File: src/rtl/sa_result_drain.sv
// sa_result_drain: acknowledges SA core row results into ping-pong banks and streams them one row per handshake
module sa_result_drain #(
    parameter int ROWS = 8,
    parameter int DW = 32,
    localparam int RIW = $clog2(ROWS)
) (
    input  logic               clk,
    input  logic               rst,
    input  logic [ROWS*DW-1:0] core_rout,
    input  logic [ROWS-1:0]    core_rvalid,
    output logic               core_outread,
    output logic               out_valid,
    input  logic               out_ready,
    output logic [DW-1:0]      out_data,
    output logic [RIW-1:0]     out_row,
    output logic               out_last,
    output logic [15:0]        vec_count,
    output logic               busy
);
    typedef enum logic [1:0] {IDLE, ACK, GUARD} state_t;
    state_t state, state_nxt;
    logic [DW-1:0] data_q [2][ROWS];
    logic [ROWS-1:0] mask_q [2];
    logic [ROWS-1:0] rd_mask;
    logic [1:0] full_q;
    logic wr_ptr, rd_ptr, capture, pop, last;
    logic [RIW-1:0] sel;
    assign capture = state == IDLE && |core_rvalid && !full_q[wr_ptr];
    assign state_nxt = state == ACK ? GUARD : state == GUARD ? IDLE : capture ? ACK : IDLE;
    assign rd_mask = mask_q[rd_ptr];
    assign last = rd_mask != '0 && (rd_mask & (rd_mask - ROWS'(1))) == '0;
    assign out_valid = full_q[rd_ptr];
    assign pop = out_valid && out_ready;
    assign out_data = out_valid ? data_q[rd_ptr][sel] : '0;
    assign out_row = out_valid ? sel : '0;
    assign out_last = out_valid && last;
    assign core_outread = state == ACK;
    assign busy = |full_q || state != IDLE;
    always_comb begin
        sel = '0;
        for (int i = ROWS - 1; i >= 0; i--)
            sel = rd_mask[i] ? RIW'(i) : sel;
    end
    always_ff @(posedge clk) begin
        if (capture)
            for (int r = 0; r < ROWS; r++)
                data_q[wr_ptr][r] <= core_rout[r*DW +: DW];
    end
    // capture and drain always target different banks, so both may update in one cycle
    always_ff @(posedge clk) begin
        if (rst) begin
            state <= IDLE;
            full_q <= '0;
            mask_q[0] <= '0;
            mask_q[1] <= '0;
            wr_ptr <= 1'b0;
            rd_ptr <= 1'b0;
            vec_count <= '0;
        end else begin
            state <= state_nxt;
            if (capture) begin
                mask_q[wr_ptr] <= core_rvalid;
                full_q[wr_ptr] <= 1'b1;
                wr_ptr <= ~wr_ptr;
                vec_count <= vec_count + 16'd1;
            end
            if (pop) begin
                mask_q[rd_ptr][sel] <= 1'b0;
                if (last) begin
                    full_q[rd_ptr] <= 1'b0;
                    rd_ptr <= ~rd_ptr;
                end
            end
        end
    end
endmodule

File: config.mk
export PLATFORM = sky130hd
export DESIGN_NAME = sa_result_drain
export DESIGN_NICKNAME = d
export VERILOG_FILES = /design/src/rtl/sa_result_drain.sv
export SDC_FILE = /design/constraint.sdc
export NUM_CORES = 1
export LEC_CHECK = 0
export ABC_CLOCK_PERIOD_IN_PS = 30500
export BUFFER_PORTS_ARGS = -buffer_cell sky130_fd_sc_hd__buf_2
export CORE_MARGIN = 3
export CORE_UTILIZATION = 55
export CTS_BUF_LIST = sky130_fd_sc_hd__clkbuf_4 sky130_fd_sc_hd__clkbuf_8
export DETAILED_ROUTE_END_ITERATION = 12
export GPL_TIMING_DRIVEN = 0
export PLACE_DENSITY = 0.75
export SETUP_SLACK_MARGIN = 0.1
export SLEW_MARGIN = 40
export SYNTH_ARGS = -nofsm -noshare
export SYNTH_HDL_FRONTEND = slang
export SYNTH_SLANG_ARGS = --single-unit
File: constraint.sdc
create_clock -name clk -period 30.5 [get_ports clk]
set_input_delay 6.1 -clock clk [delete_from_list [all_inputs] [get_ports clk]]
set_output_delay 6.1 -clock clk [all_outputs]
set_load 0.03 [all_outputs]
==> results.py, run 1 <==
metrics = {
    "drt": {
        "ant_nets": 0,
        "dr.pass1.iters": 5,
        "vias": 14400,
        "drt-wirelength-per-cell_um": 25.6,
        "viasPerCell": 6.02,
        "drc": 0,
        "wl_um": 61300,
        "drtIter0Drc": 1572,
    },
    "timing": {
        "timing.hold.ws_ns": 0.533,
        "worst_pin_slew_ns": 0.885,
        "setup_viol": 0,
        "fin_worst_skew_ns": 0.0194,
        "max_slew_margin_pct": 41.0,
        "max_freq_ghz": 0.0968,
        "finalMaxSlewViolations": 0,
        "period_needed_ns": 10.33,
        "finalSetupTns_ns": 0,
        "rsz0062_at_grt": "false",
        "fin_crit_sh_pct": 33.9,
        "setup_slack_ns": 20.17,
        "hold_viol": 0,
    },
    "grt": {
        "grt_pass1_wl_um": 90500,
        "antenna_found_initial": 27,
        "grt-ovfl-total": 0,
        "grt_max_degree": 41,
        "track_usage_pct": 28.0,
        "grt_pass1_vias": 14800,
    },
    "die": {
        "ioPinCount": 322,
        "rows": 73,
        "fp.dieH_um": 207,
        "die_width_um": 207,
        "start_util_pct": 55.8,
        "core_region_area_um2": 39900,
        "die-area_um2": 43000,
    },
    "hold_path": {
        "hold_path_class": "reg -> reg",
    },
    "synthesis": {
        "syn_nets": 1607,
        "synth_area_per_cell_um2": 16.6,
        "ys_ff_latch": 551,
        "ys.flop_type": "edfxtp_1",
        "synth-edff-count": 512,
        "async_flop_share_pct": 0,
        "synthDistinctLibCells": 65,
        "ys_seq_area_share_pct": 72.5,
        "synth_area_um2": 22300,
        "synthCells": 1339,
        "yosysWarnings": 0,
    },
    "setup_path": {
        "critical_path.cell_chain": "buf_6, buf_4, nor3_1, a21oi_1, clkbuf_1, clkbuf_1, o221ai_1, o22ai_1, buf_2",
        "cp_slowest_cell": "clkbuf_1",
        "path_max_fanout": 10,
        "cp-end-kind": "output pin",
        "critPathArrivalTime_ns": 4.23,
        "crit_type": "reg -> out",
        "cpPeakStageDelay_ns": 0.73,
        "crit_required_ns": 24.40,
        "cp-start-kind": "flop",
        "path_common_cell": "clkbuf_1",
    },
    "cts": {
        "clock_latency_ns": 0.66,
        "clk_transition_reported_paths_ns": 0.06,
        "clk_path_buf_depth": 3,
        "cts_max_level": 3,
        "post_cts_buffers": 0,
        "cts_hold_buffers": 0,
        "numCtsBuffers": 88,
        "ctsRootBufferMaster": "clkbuf_8",
        "cts_sinks": 551,
        "cts_resized": 0,
        "cts_tree": "built",
    },
    "outcome": {
        "status": "complete, no violations",
    },
    "finish": {
        "nets": 2062,
        "final_cells": 2401,
        "syn_to_final_growth_pct": 20.2,
        "mostFrequentLayoutCells": "512 x edfxtp_1, 364 x buf_2, 187 x mux2i_1",
        "layout-drive-gt1-share_pct": 34.3,
        "mostFrequentLayoutCell": "edfxtp_1",
    },
    "placement": {
        "dpl.cell_count": 2229,
        "gp_congestion": 0.869,
        "dp_hpwl_um": 43600,
        "pre_cts_ws_ns": 20.97,
        "io_buffers": 321,
    },
    "power_and_ir_drop": {
        "p_seq_share_pct": 35.3,
        "p_int_uw": 2000,
        "power_leakage_uw": 0.00933,
        "p_sw_share_pct": 41.6,
        "p_comb_share_pct": 46.7,
        "peakVddDrop_mv": 0.0736,
        "finalPower_uw": 3420,
        "clock_power_share_pct": 18.0,
        "p_per_area_nw_per_um2": 128,
        "netSwitchingPower_uw": 1430,
    },
    "flow_run": {
        "maxCapViolCount": 0,
    },
}
-- critical path, delay by kind of cell, from the launching register on --
family / cells / cell delay [ns]
buf+inv: 5 / 1.93
compound gates: 3 / 1.25
flops: 1 / 0.33
simple gates: 1 / 0.05
-- layout make-up --
cell class	count	area [um2]
Multi-Input combinational cell	684	5670
Tap cell	525	657
Inverter	10	37.5
Timing Repair Buffer	365	2040
Clock buffer	123	1510
Sequential cell	551	16200
Antenna cell	15	37.5
Fill cell	2827	13100
Clock inverter	34	194
Buffer	94	483
-- synthesized netlist by cell type, drive strengths merged, types with 8 or more instances --
| cell | number | area (um2) |
|---|---|---|
| o221ai | 64 | 561 |
| a31oi | 27 | 169 |
| nor3 | 8 | 40.0 |
| or3 | 8 | 50.1 |
| dfxtp | 39 | 781 |
| a21oi | 8 | 43.8 |
| clkbuf | 31 | 116 |
| buf | 63 | 365 |
| nor2 | 31 | 119 |
| mux2i | 187 | 1870 |
| o22ai | 32 | 200 |
| nand3 | 71 | 355 |
| a2111oi | 11 | 121 |
| edfxtp | 512 | 15400 |
| mux2 | 69 | 781 |
| a22oi | 71 | 533 |
| nor2b | 13 | 81.3 |
| inv | 10 | 37.5 |
-- power by group through the flow --
| stage | clock network, uW | registers (uW) | logic [uW] |
|---|---|---|---|
| final | 616 | 1210 | 1600 |
| after global routing | 658 | 1230 | 1690 |
| after CTS | 624 | 1210 | 1590 |
| after detailed placement | 0 | 1220 | 1580 |
| after global placement | 0 | 1440 | 1490 |
| after floorplan | 0 | 1340 | 960 |
-- per-layer routing --
| layer | vias up | global-route usage, % | share of wire (%) |
|---|---|---|---|
| met5 | - | 0 | 0.32 |
| met4 | 32 | 9.81 | 2.7 |
| met3 | 131 | 8.02 | 9.8 |
| met2 | 722 | 45.9 | 49 |
| met1 | 7162 | 36.2 | 38 |
| li1 | 6399 | - | - |
-- cell families (layout without fill, tap and decap cells) --
group	count (synthesis)	count (layout)	share of synthesized area, %
AND/OR/NAND/NOR	177	177	4.47
multiplexers	256	256	11.9
buffers and inverters	104	626	2.33
other	0	15	0
XOR/XNOR	13	13	0.511
adder cells (fa/ha/maj)	1	1	0.0561
AO/OA/AOI/OAI	237	237	8.26
flip-flops	551	551	72.5
-- state kept, by name, indices dropped and copies added (netlist names), named ones only --
register and cells:
data_q 512, state 2, mask_q 16, wr_ptr 1
full_q 2, rd_ptr 1, vec_count 16
-- path summary, 6_finish.rpt --
kind	startpoint	end	slack, ns	cells past startpoint
setup / recovery	flop	out_data[23]	20.17	9
hold / removal	vec_count[13]	vec_count[13]	0.53	2
setup reg to reg	wr_ptr	data_q[0][143]	27.29	11
hold reg to reg	vec_count[13]	vec_count[13]	0.53	2
-- per-stage QoR --
step | utilization [%] | instance area (um2)
after floorplan | - | 22300
after global placement | 61.5 | 24600
after detailed placement | 62.7 | 25000
after CTS | 67.0 | 26700
after global routing | 67.1 | 26800
final | 67.1 | 26800
No activity file was read; power rests on OpenSTA's default activity.
==> inputs of run 2 (changes only) <==
--- a/config.mk
+++ b/config.mk
@@ -5,14 +5,15 @@
 export SDC_FILE = /design/constraint.sdc
 export NUM_CORES = 1
 export LEC_CHECK = 0
-export ABC_CLOCK_PERIOD_IN_PS = 30500
+export ABC_AREA = 1
+export ABC_CLOCK_PERIOD_IN_PS = 8800
 export BUFFER_PORTS_ARGS = -buffer_cell sky130_fd_sc_hd__buf_2
 export CORE_MARGIN = 3
-export CORE_UTILIZATION = 55
+export CORE_UTILIZATION = 54
 export CTS_BUF_LIST = sky130_fd_sc_hd__clkbuf_4 sky130_fd_sc_hd__clkbuf_8
 export DETAILED_ROUTE_END_ITERATION = 12
 export GPL_TIMING_DRIVEN = 0
-export PLACE_DENSITY = 0.75
+export PLACE_DENSITY = 0.77
 export SETUP_SLACK_MARGIN = 0.1
 export SLEW_MARGIN = 40
 export SYNTH_ARGS = -nofsm -noshare
==> constraint.sdc (replaced) <==
create_clock -name clk -period 8.8 [get_ports clk]
set_input_delay 1.76 -clock clk [delete_from_list [all_inputs] [get_ports clk]]
set_output_delay 1.76 -clock clk [all_outputs]
set_load 0.03 [all_outputs]
==> run 2 against run 1 <==
- global-route usage increased by 0.63 points
- critical path depth up 6
- first-iteration DRC count up 15%
- clock skew rose by 0.0050 ns
- design area rose by 1.3%
- worst setup slack got worse by 17 ns
- sequential share of layout area shrank 0.79 points
- wire length increased by 6.1%
==> results.py, run 2 <==
metrics = {
    "outcome": {
        "status": "complete, no violations",
    },
    "synthesis": {
        "synthXorXnorAreaFrac_pct": 0.153,
        "synthDistinctLibCells": 32,
        "syn_nets": 2236,
        "synth_top_family_by_area": "simple AND/OR/NAND/NOR gates",
        "synth_area_per_cell_um2": 11.6,
        "post-synth-top-count-cell": "edfxtp_1",
        "synth_common_cells": "512 x edfxtp_1, 502 x nor2_1, 310 x nand2_1, 131 x nand3_1, 128 x mux2i_1",
        "synth-adder-area-share_pct": 0.0547,
        "yosysWarnings": 0,
        "synth_compound_area_share_pct": 2.67,
        "synth_area_leaders": "edfxtp_1 67%, nor2_1 8.2%, mux2i_1 5.6%",
        "ys.flop_type": "edfxtp_1",
        "ys_seq_area_share_pct": 70.7,
        "synth_area_um2": 22900,
        "async_flop_share_pct": 0,
        "synth-simple-area-share_pct": 17.9,
        "synthCells": 1968,
        "ys_ff_latch": 551,
        "synth-edff-count": 512,
        "synth_top_cell_area_share_pct": 67.3,
        "synth_mux_area_share_pct": 5.60,
        "synth_top_area_cell": "edfxtp_1",
    },
    "die": {
        "start_util_pct": 55.4,
        "rows": 74,
        "core_region_area_um2": 41300,
        "die-area_um2": 44800,
        "fp.dieH_um": 212,
        "die_width_um": 212,
        "ioPinCount": 322,
    },
    "timing": {
        "fin_worst_skew_ns": 0.0244,
        "rsz0062_at_grt": "false",
        "setup_viol": 0,
        "finalMaxSlewViolations": 0,
        "period_needed_ns": 5.82,
        "max_freq_ghz": 0.172,
        "max_slew_margin_pct": 40.5,
        "worst_pin_slew_ns": 0.893,
        "hold_viol": 0,
        "fin_crit_sh_pct": 66.2,
    },
    "setup_path": {
        "path_max_fanout": 10,
        "critical_path.cell_chain": "buf_4, inv_4, buf_6, o21ai_1, nor2_4, nand2_1, nand2_1, nand2_2, nand2_2, clkbuf_1, o21ai_0, nor2_1, nand2_1, nand2_1, buf_2",
        "cpPeakStageDelay_ns": 0.62,
        "crit_required_ns": 7.04,
        "path_common_cell": "nand2_1",
        "r2r_start": "state[1]",
        "critPathArrivalTime_ns": 4.06,
        "cp-end-kind": "output pin",
        "crit_type": "reg -> out",
        "cp_slowest_cell": "clkbuf_1",
        "cp-start-kind": "flop",
    },
    "finish": {
        "largest_reg_flops": 512,
        "seqCellArea_um2": 16200,
        "syn_to_final_growth_pct": 18.7,
        "reg_top3": "data_q x512, mask_q x16, vec_count x16",
        "finish.instance_area_um2": 27100,
        "mostFrequentLayoutCell": "edfxtp_1",
        "largest_register": "data_q",
        "multi_input_area_um2": 6030,
        "nets": 2654,
        "nFillCells": 3099,
        "layout-drive-gt1-share_pct": 21.4,
        "mostFrequentLayoutCells": "512 x edfxtp_1, 502 x nor2_1, 354 x buf_2",
    },
    "flow_run": {
        "maxCapViolCount": 0,
    },
    "cts": {
        "cts_tree": "built",
        "clk_path_buf_depth": 3,
        "clock_latency_ns": 0.65,
        "cts_sinks": 551,
        "numCtsBuffers": 89,
        "cts_hold_buffers": 0,
        "clk_transition_reported_paths_ns": 0.06,
        "cts_resized": 0,
        "post_cts_buffers": 0,
        "cts_max_level": 3,
        "ctsRootBufferMaster": "clkbuf_8",
    },
    "drt": {
        "viasPerCell": 5.53,
        "wl_um": 65100,
        "ant_nets": 0,
        "dr.pass1.iters": 7,
        "drtIter0Drc": 1811,
        "drc": 0,
        "drt-wirelength-per-cell_um": 21.7,
        "vias": 16600,
    },
    "hold_path": {
        "min_from": "state[0]",
        "hold_path_class": "reg -> reg",
    },
    "grt": {
        "track_usage_pct": 28.6,
        "grt_pass1_wl_um": 94200,
        "antenna_found_initial": 27,
        "grt_pass1_vias": 16400,
        "grt_max_degree": 81,
        "grt-ovfl-total": 0,
    },
    "placement": {
        "dp_hpwl_um": 46400,
        "postPlaceCellArea_um2": 25300,
        "gp_congestion": 0.912,
        "io_buffers": 321,
    },
}
==> run 2: cell types whose count changed in the layout (fill, tap and decap cells not counted), moves of 27 or more <==
cell / before / now
mux2i_1: 187 / 128
nand2_1: 6 / 310
nand4_1: 7 / 38
o22ai_1: 32 / 4
a22oi_1: 71 / 0
o21ai_0: 4 / 68
buf_4: 38 / 3
nor2_1: 30 / 502
inv_1: 10 / 60
mux2_2: 65 / 0
o221ai_1: 64 / 0
nand3_1: 71 / 131
a31oi_1: 27 / 0
==> run 2: final timing paths <==
kind,to,slack (ns),cells after the start
min,state[1],0.47,2
min reg2reg,state[1],0.47,2
max,out_data[23],2.98,15
max reg2reg,data_q[0][88],5.67,8
==> run 2: worst max-delay path, delay by kind of cell, from the launching register on <==
family                 cells  cell delay (ns)
and+or+nand+nor            8             1.64
buffers and inverters      5             1.21
DFF                        1             0.30
AOI/OAI and AO/OA          2             0.25
==> run 2: cell type report <==
cell class	count	area share, %
Inverter	66	0.977
Timing Repair Buffer	327	6.53
Sequential cell	551	59.5
Antenna cell	16	0.148
Tap cell	532	2.45
Multi-Input combinational cell	1252	22.2
Clock buffer	134	5.92
Clock inverter	29	0.645
Buffer	99	1.60
==> run 2: metal layers <==
| layer | track usage, % | vias to the layer above | part of all wire, % |
|---|---|---|---|
| li1 | - | 7702 | - |
| met2 | 45.2 | 801 | 47 |
| met3 | 8.48 | 164 | 10 |
| met1 | 36.7 | 7947 | 38 |
| met5 | 0 | - | 0.23 |
| met4 | 13.8 | 24 | 4.2 |
==> run 2: kinds of logic after synthesis <==
kind of cell / Yosys count
simple gates: 1003
fa+ha+maj: 1
xor+xnor: 4
buf+inv: 165
compound gates: 116
flops: 551
mux: 128
==> run 2: per-stage QoR <==
stage                     utilization (%)  setup WS (ns)  setup TNS, ns  instances  hold slack [ns]
after floorplan                         -          0.197              0       1968            0.422
after global placement               60.9          -4.08       -1198.59       2821            0.433
after detailed placement             61.3           3.71              0       2827            0.466
after CTS                            65.6           3.00              0       2990            0.471
after global routing                 65.7           2.80              0       3001            0.485
final                                65.7           2.98              0       3006            0.472
Power of run 2 is left out: the tool's default activity adds up to more than one toggle a clock period on the data nets, which glitch-free logic cannot reach.
